`config.mk`:
```
export PLATFORM = sky130hd
export DESIGN_NAME = squarer
export DESIGN_NICKNAME = d
export VERILOG_FILES = /design/src/rtl/squarer_pkg.sv /design/src/rtl/squarer_datapath.sv /design/src/rtl/squarer.sv
export SDC_FILE = /design/constraint.sdc
export NUM_CORES = 1
export LEC_CHECK = 0
export CAP_MARGIN = 0
export CORE_ASPECT_RATIO = 1.5
export CORE_MARGIN = 8
export CORE_UTILIZATION = 55
export CTS_BUF_LIST = sky130_fd_sc_hd__clkbuf_16
export DETAILED_ROUTE_END_ITERATION = 10
export GPL_TIMING_DRIVEN = 0
export HOLD_SLACK_MARGIN = 0.05
export PLACE_DENSITY = 0.78
export SLEW_MARGIN = 20
export SYNTH_ARGS = -nofsm -noshare
export SYNTH_HDL_FRONTEND = slang
export SYNTH_SLANG_ARGS = --single-unit
```
`constraint.sdc`:
```
create_clock -name clk -period 5.8 [get_ports clk]
set_clock_uncertainty 0.15 [all_clocks]
set_input_delay 1.16 -clock clk [delete_from_list [all_inputs] [get_ports clk]]
set_output_delay 1.16 -clock clk [all_outputs]
set_load 0.005 [all_outputs]
```
`src/rtl/squarer_pkg.sv`:
```
// Shared types and defaults for the iterative squarer.
package squarer_pkg;

  localparam int unsigned ROOT_W_DEF = 8;
  localparam int unsigned SQ_W_DEF   = 16;

  // The odd-number term reaches 2*(2^ROOT_W-1)+1, so it needs one extra bit.
  function automatic int unsigned odd_width(input int unsigned root_w);
    return root_w + 1;
  endfunction

  typedef enum logic [1:0] {
    ST_IDLE = 2'b00,
    ST_CALC = 2'b01,
    ST_DONE = 2'b10
  } state_e;

endpackage

```
`src/rtl/squarer_datapath.sv`:
```
// Odd-number accumulation datapath: (k+1)^2 = k^2 + 2k + 1.
module squarer_datapath
  import squarer_pkg::*;
#(
  parameter int unsigned ROOT_W = ROOT_W_DEF,
  parameter int unsigned SQ_W   = SQ_W_DEF
) (
  input  logic              clk,
  input  logic              rst_n,
  input  logic              load_i,
  input  logic              step_i,
  input  logic              commit_i,
  input  logic [ROOT_W-1:0] valor_i,
  output logic              done_o,
  output logic [SQ_W-1:0]   square_o
);

  localparam int unsigned ODD_W = odd_width(ROOT_W);

  logic [ROOT_W-1:0] n_q,   n_d;
  logic [ROOT_W-1:0] k_q,   k_d;
  logic [ODD_W-1:0]  odd_q, odd_d;
  logic [SQ_W-1:0]   acc_q, acc_d;
  logic [SQ_W-1:0]   sq_q,  sq_d;
  logic [SQ_W-1:0]   acc_sum;

  assign acc_sum = acc_q + {{(SQ_W-ODD_W){1'b0}}, odd_q};
  assign done_o  = (k_q == n_q);

  always_comb begin
    n_d   = n_q;
    k_d   = k_q;
    odd_d = odd_q;
    acc_d = acc_q;
    sq_d  = sq_q;
    if (load_i) begin
      n_d   = valor_i;
      k_d   = '0;
      odd_d = ODD_W'(1);
      acc_d = '0;
    end else if (step_i) begin
      acc_d = acc_sum;
      odd_d = odd_q + ODD_W'(2);
      k_d   = k_q + ROOT_W'(1);
    end
    if (commit_i) begin
      sq_d = acc_q;
    end
  end

  always_ff @(posedge clk) begin
    if (!rst_n) begin
      n_q   <= '0;
      k_q   <= '0;
      odd_q <= ODD_W'(1);
      acc_q <= '0;
      sq_q  <= '0;
    end else begin
      n_q   <= n_d;
      k_q   <= k_d;
      odd_q <= odd_d;
      acc_q <= acc_d;
      sq_q  <= sq_d;
    end
  end

  assign square_o = sq_q;

endmodule

```
`src/rtl/squarer.sv`:
```
// Iterative 8-bit squarer: start/ready handshake, control FSM over an adder datapath.
module squarer
  import squarer_pkg::*;
#(
  parameter int unsigned ROOT_W = ROOT_W_DEF,
  parameter int unsigned SQ_W   = SQ_W_DEF
) (
  input  logic              clk,
  input  logic              rst_n,
  input  logic              start_i,
  input  logic [ROOT_W-1:0] valor_i,
  output logic [SQ_W-1:0]   square_o,
  output logic              ready_o,
  output logic              busy_o
);

  state_e state_q, state_d;
  logic   load, step, commit, done;

  always_comb begin
    state_d = state_q;
    load    = 1'b0;
    step    = 1'b0;
    commit  = 1'b0;
    case (state_q)
      ST_IDLE, ST_DONE: begin
        if (start_i) begin
          load    = 1'b1;
          state_d = ST_CALC;
        end else begin
          state_d = ST_IDLE;
        end
      end
      ST_CALC: begin
        if (done) begin
          commit  = 1'b1;
          state_d = ST_DONE;
        end else begin
          step = 1'b1;
        end
      end
      default: state_d = ST_IDLE;
    endcase
  end

  always_ff @(posedge clk) begin
    if (!rst_n) begin
      state_q <= ST_IDLE;
    end else begin
      state_q <= state_d;
    end
  end

  assign ready_o = (state_q == ST_DONE);
  assign busy_o  = (state_q == ST_CALC);

  squarer_datapath #(
    .ROOT_W (ROOT_W),
    .SQ_W   (SQ_W)
  ) u_datapath (
    .clk      (clk),
    .rst_n    (rst_n),
    .load_i   (load),
    .step_i   (step),
    .commit_i (commit),
    .valor_i  (valor_i),
    .done_o   (done),
    .square_o (square_o)
  );

endmodule

```
After elaboration in Yosys (flattened, before gate mapping):

Cells that the tools add are included.

* add/sub/neg operators: 3
* equality and inequality tests: 4
* multiplexer cells: 9
* bitwise gates (word level): 1
* reductions and logical operators: 3

Operator list (number)
* $add 16x9->16: 1
* $add 9x2->9 const B: 1
* $add 8x1->8 const B: 1
* $eq 8x8->1: 1
* $mux 1: 7
* $pmux 2 s2: 1
* $reduce_or 2->1: 2
* $eq 2x1->1 const B: 1
* $eq 2x2->1 const B: 1
* $logic_not 2->1: 1
* $mux 2: 1
* $ne 2x1->1 const B: 1
* $not 1->1: 1

* register bits: 59
* bits of input ports: 11
* output and inout port bits: 18

Longest topological paths before layout:

* depth after elaboration: 4
* gate-level depth with buffers: 7
* gate-level depth less buffers: 6

Cells and area by module:

A second synthesis with hierarchy kept.

* cell total of the unflattened synthesis: 285
* area, all modules: 2757.6 µm²

Modules (own cells, without submodules)
* squarer_datapath: times used 1, cells an instance 276, area an instance 2663.8 µm²
* squarer: times used 1, cells an instance 9, area an instance 93.8 µm²

Least setup slack after synthesis:

OpenSTA, ideal clock, no wires.

* kind: in2reg
* from: in start_i
* to: reg u_datapath.acc_q[0]
* library setup time: 0.128 ns
* arrival: 1.914 ns
* data required time: 5.522 ns
* slack: 3.608 ns
* stages: 5
* cell sequence: nand2b_1 buf_2 nand2_1 clkbuf_1 nor2_1

* cells in the longest elaborated chain, start to end: 3

Ends and longest elaborated chain
* from (decl): line squarer.sv:10 `input logic start_i,`
* $mux 1: line squarer.sv:27 `if (start_i) begin`
* $mux 1: line squarer.sv:25 `case (state_q)`
* $reduce_or 2->1 (no line)
* to (signal assigned): line squarer_datapath.sv:56 `acc_q <= '0;`
* to (signal assigned): line squarer_datapath.sv:62 `acc_q <= acc_d;`
* to (decl): line squarer_datapath.sv:23 `logic [SQ_W-1:0] acc_q, acc_d;`

Every way passes these cells.
A chain may end at the register's enable or synchronous reset.

Worst setup path in the final report:

* from: reg state_q[1]
* to: out busy_o

* cells in the longest elaborated chain, start to end: 1

Ends and longest elaborated chain
* from (decl): line squarer.sv:17 `state_e state_q, state_d;`
* from (signal assigned): line squarer.sv:50 `state_q <= state_d;`
* $eq 2x1->1: line squarer.sv:55 `assign busy_o = (state_q == ST_CALC);`
* to (decl): line squarer.sv:14 `output logic busy_o`

Every way passes these cells.

==> out/qor.csv <==
stage,metric,value,unit
logic_synthesis,yosysUniqueCellTypes,45,
cells_and_area,mostFrequentLayoutCells,"dfxtp_1, nand2_1, nor2_1",
routing,routed_wl,6795,µm
critical_path,crit_required,4.49,ns
pwr,p_leak,1.402,nW
sta,max_slew.worst_pin.slew,0.5572,ns
routing,drc,0,
floorplanning,initial_core_util,56.30,%
placed_design,dpl.hpwl,4784,µm
grt,grt_max_degree,11,
routing,drt_iter0_drc,140,
cells_and_area,nets,377,
sta,fin_ws,2.869,ns
sta,final-hold-violation-count,0,
clock_tree,cts.clk_slew.worst_paths,0.05,ns
grt,grt_pass1_wl,11140,µm
clock_tree,cts_root_buf,clkbuf_16,
routing,antenna_left,0,
critical_path,r2r_start,u_datapath.acc_q[0]$_SDFFE_PP0P_,
logic_synthesis,avgSynthCellArea,8.988,µm²
cells_and_area,stdcell_area,0.003541,mm²
logic_synthesis,ys_top_cells_by_area,"dfxtp_1, mux2i_1, nand2_1",
clock_tree,cts-resized-gates,0,
routing,wl_per_cell,15.88,µm
clock_tree,htreeDepth,3,
clock_tree,ctsHoldBuffers,0,
logic_synthesis,ys_seq_area_share,40.88,%
cells_and_area,syn2layout_area_growth,24.67,%
placed_design,dpl-instance-area,0.003206,mm²
placed_design,dp_slack,2.692,ns
grt,grt_pass1_vias,2451,
hold_path,hold_start,u_datapath.n_q[3]$_SDFFE_PN0P_,
floorplanning,core-area,0.005045,mm²
critical_path,reg2reg_to,u_datapath.acc_q[12]$_SDFFE_PP0P_,
sta,finalCritPeriodShare,50.54,%
pwr,internal_power,0.8630,mW
grt,grt_overflow,0,
logic_synthesis,synthArstFlopShare,0,%
cells_and_area,fin_cells,428,
critical_path,cp.arrival,1.62,ns
critical_path,cp_max_fo,8,
critical_path,cp-end-kind,output pin,
logic_synthesis,synth-edff-count,0,
sta,fin_crit,2.931,ns
run_status,status,completed,
clock_tree,insertion_delay,0.33,ns
routing,drt_pass1_iterations,5,
floorplanning,row_count,32,
logic_synthesis,syn_inst,316,
pwr,total_power,1.110,mW
hold_path,hp-class,register to register,
floorplanning,dieArea,0.007767,mm²
pwr,netSwitchingPower,0.2468,mW
critical_path,regToRegSetupSlack,3.38,ns
clock_tree,cts_setup_buffers,0,
cells_and_area,drive_above_1_share,7.778,%
pwr,swShare,22.24,%
pwr,sequentialPowerShare,37.4,%
cells_and_area,layout_commonest_cell,dfxtp_1,
logic_synthesis,yosys.area.top_type_share,40.88,%
cells_and_area,n_fill_cell,412,
sta,setup_violations,0,
critical_path,reg2reg_depth,6,
placed_design,gp_congestion,0.8723,
grt,grt_use_total,18.32,%
clock_tree,cts.sinks,58,
routing,dr_total_vias,2467,
logic_synthesis,synth_largest_area_cell,dfxtp_1,
sta,maxSlewHeadroom,62.85,%
cells_and_area,antenna_cells,0,
job,max_cap_viol_count,0,
sta,fmax,341.1,MHz
sta,drv_slew,0,
critical_path,crit_end,busy_o,
placed_design,dp.cells,412,
sta,rsz0062_at_grt,no,
critical_path,max_stage_delay,0.50,ns
pwr,peakVddDrop,0.2121,mV
logic_synthesis,ys.flop_type,dfxtp_1,
logic_synthesis,synth_nets,338,
sta,finalSetupTns,0,ns
cells_and_area,ff_latch_area,0.001161,mm²
logic_synthesis,yosys_warnings,0,
critical_path,cp-start-kind,register,
cells_and_area,multi_input_comb_area,0.001564,mm²
pwr,combPwrFrac,9.4,%
clock_tree,cts_tree,done,
floorplanning,io_pins,29,
floorplanning,die_h,104.0,µm
critical_path,critPathSlowestCell,clkdlybuf4s50_1,
critical_path,worst-setup-path-type,register to output pin,
pwr,powerDensity,313.4,mW/mm²
critical_path,startpoint,state_q[1]$_SDFFE_PN0N_,
routing,viasPerCell,5.764,
logic_synthesis,synth_area,0.002840,mm²
clock_tree,cts_buffers,9,
critical_path,crit_chain,nand2b_1 > clkinv_2 > clkdlybuf4s50_1,
placed_design,portBuffers,28,
pwr,clkPwrFrac,53.2,%
clock_tree,clockBufferDepth,2,
grt,grt_antenna_before_repair,0,
logic_synthesis,ys_ff_latch,58,
floorplanning,die_w,74.68,µm
## sequential cells by signal, indices dropped and copies added (netlist names)
signal,flops
u_datapath.square_o,16
u_datapath.odd_q,8
u_datapath.k_q,8
u_datapath.acc_q,16
u_datapath.n_q,8
state_q,2
## worst min path at each step
stage / endpoint / slack, ns / cells after the start
global route: u_datapath.acc_q[7]$_SDFFE_PP0P_ / 0.35 / 2
floorplan: u_datapath.acc_q[14]$_SDFFE_PP0P_ / 0.30 / 2
CTS: u_datapath.n_q[3]$_SDFFE_PN0P_ / 0.33 / 2
detailed placement: u_datapath.n_q[6]$_SDFFE_PN0P_ / 0.32 / 2
finish: u_datapath.n_q[3]$_SDFFE_PN0P_ / 0.33 / 2
global placement: u_datapath.n_q[3]$_SDFFE_PN0P_ / 0.31 / 2
## Yosys cell counts (all sizes together), types with 5 or more instances
| cell | number |
|---|---|
| o21ai | 11 |
| inv | 8 |
| or3 | 5 |
| mux2i | 20 |
| clkbuf | 6 |
| nand2 | 43 |
| nand2b | 5 |
| a211o | 5 |
| a21oi | 31 |
| ha | 10 |
| or4 | 6 |
| o211ai | 6 |
| buf | 6 |
| nand3 | 6 |
| xor2 | 5 |
| xnor2 | 12 |
| o31ai | 6 |
| a211oi | 5 |
| dfxtp | 58 |
| nor2 | 32 |
## kinds of logic after synthesis
family,count (synthesis),synth area share (%)
muxes,20,7.048
adders and majority gates,11,5.110
xor gates and xnor gates,17,5.242
AOI/OAI and AO/OA,81,19.60
and+or+nand+nor,108,18.06
buffers and inverters,21,4.052
DFF,58,40.88
## routing by layer
metal | vias to the layer above | share of wire, % | track usage, %
met2 | 43 | 52 | 31.04
met3 | 16 | 3.6 | 4.730
met5 | - | 0 | 0
met1 | 1188 | 41 | 19.31
li1 | 1220 | - | -
met4 | 0 | 2.5 | 10.56
## stage by stage
step | utilization, % | hold slack [ns]
6_report | 70.19 | 0.3298
3_3_place_gp | 63.54 | 0.3109
3_5_place_dp | 63.54 | 0.3192
4_1_cts | 70.19 | 0.3275
2_1_floorplan | - | 0.2971
5_1_grt | 70.19 | 0.3474
## layout make-up
| cell class | instances | area share (%) |
|---|---|---|
| Inverter | 9 | 0.9894 |
| Clock buffer | 9 | 6.360 |
| Clock inverter | 7 | 3.110 |
| Tap cell | 68 | 2.403 |
| Timing Repair Buffer | 28 | 7.915 |
| Multi-Input combinational cell | 237 | 44.17 |
| Buffer | 12 | 2.261 |
| Sequential cell | 58 | 32.79 |
## power groups by stage
stage                     Combinational, mW  Clock, mW  Sequential (mW)
after global routing                  0.112      0.616            0.415
after detailed placement              0.103          0            0.423
after floorplan                      0.0729          0            0.421
final                                 0.105      0.590            0.415
after CTS                             0.105      0.595            0.415
after global placement                0.102          0            0.422
## worst max-delay path, delay by kind of cell (launching register included)
kind / cells / cell delay (ns)
simple gates: 1 / 0.26
buf+inv: 2 / 0.72
flops: 1 / 0.32
Note: power is estimated with default switching activity, not from simulation.
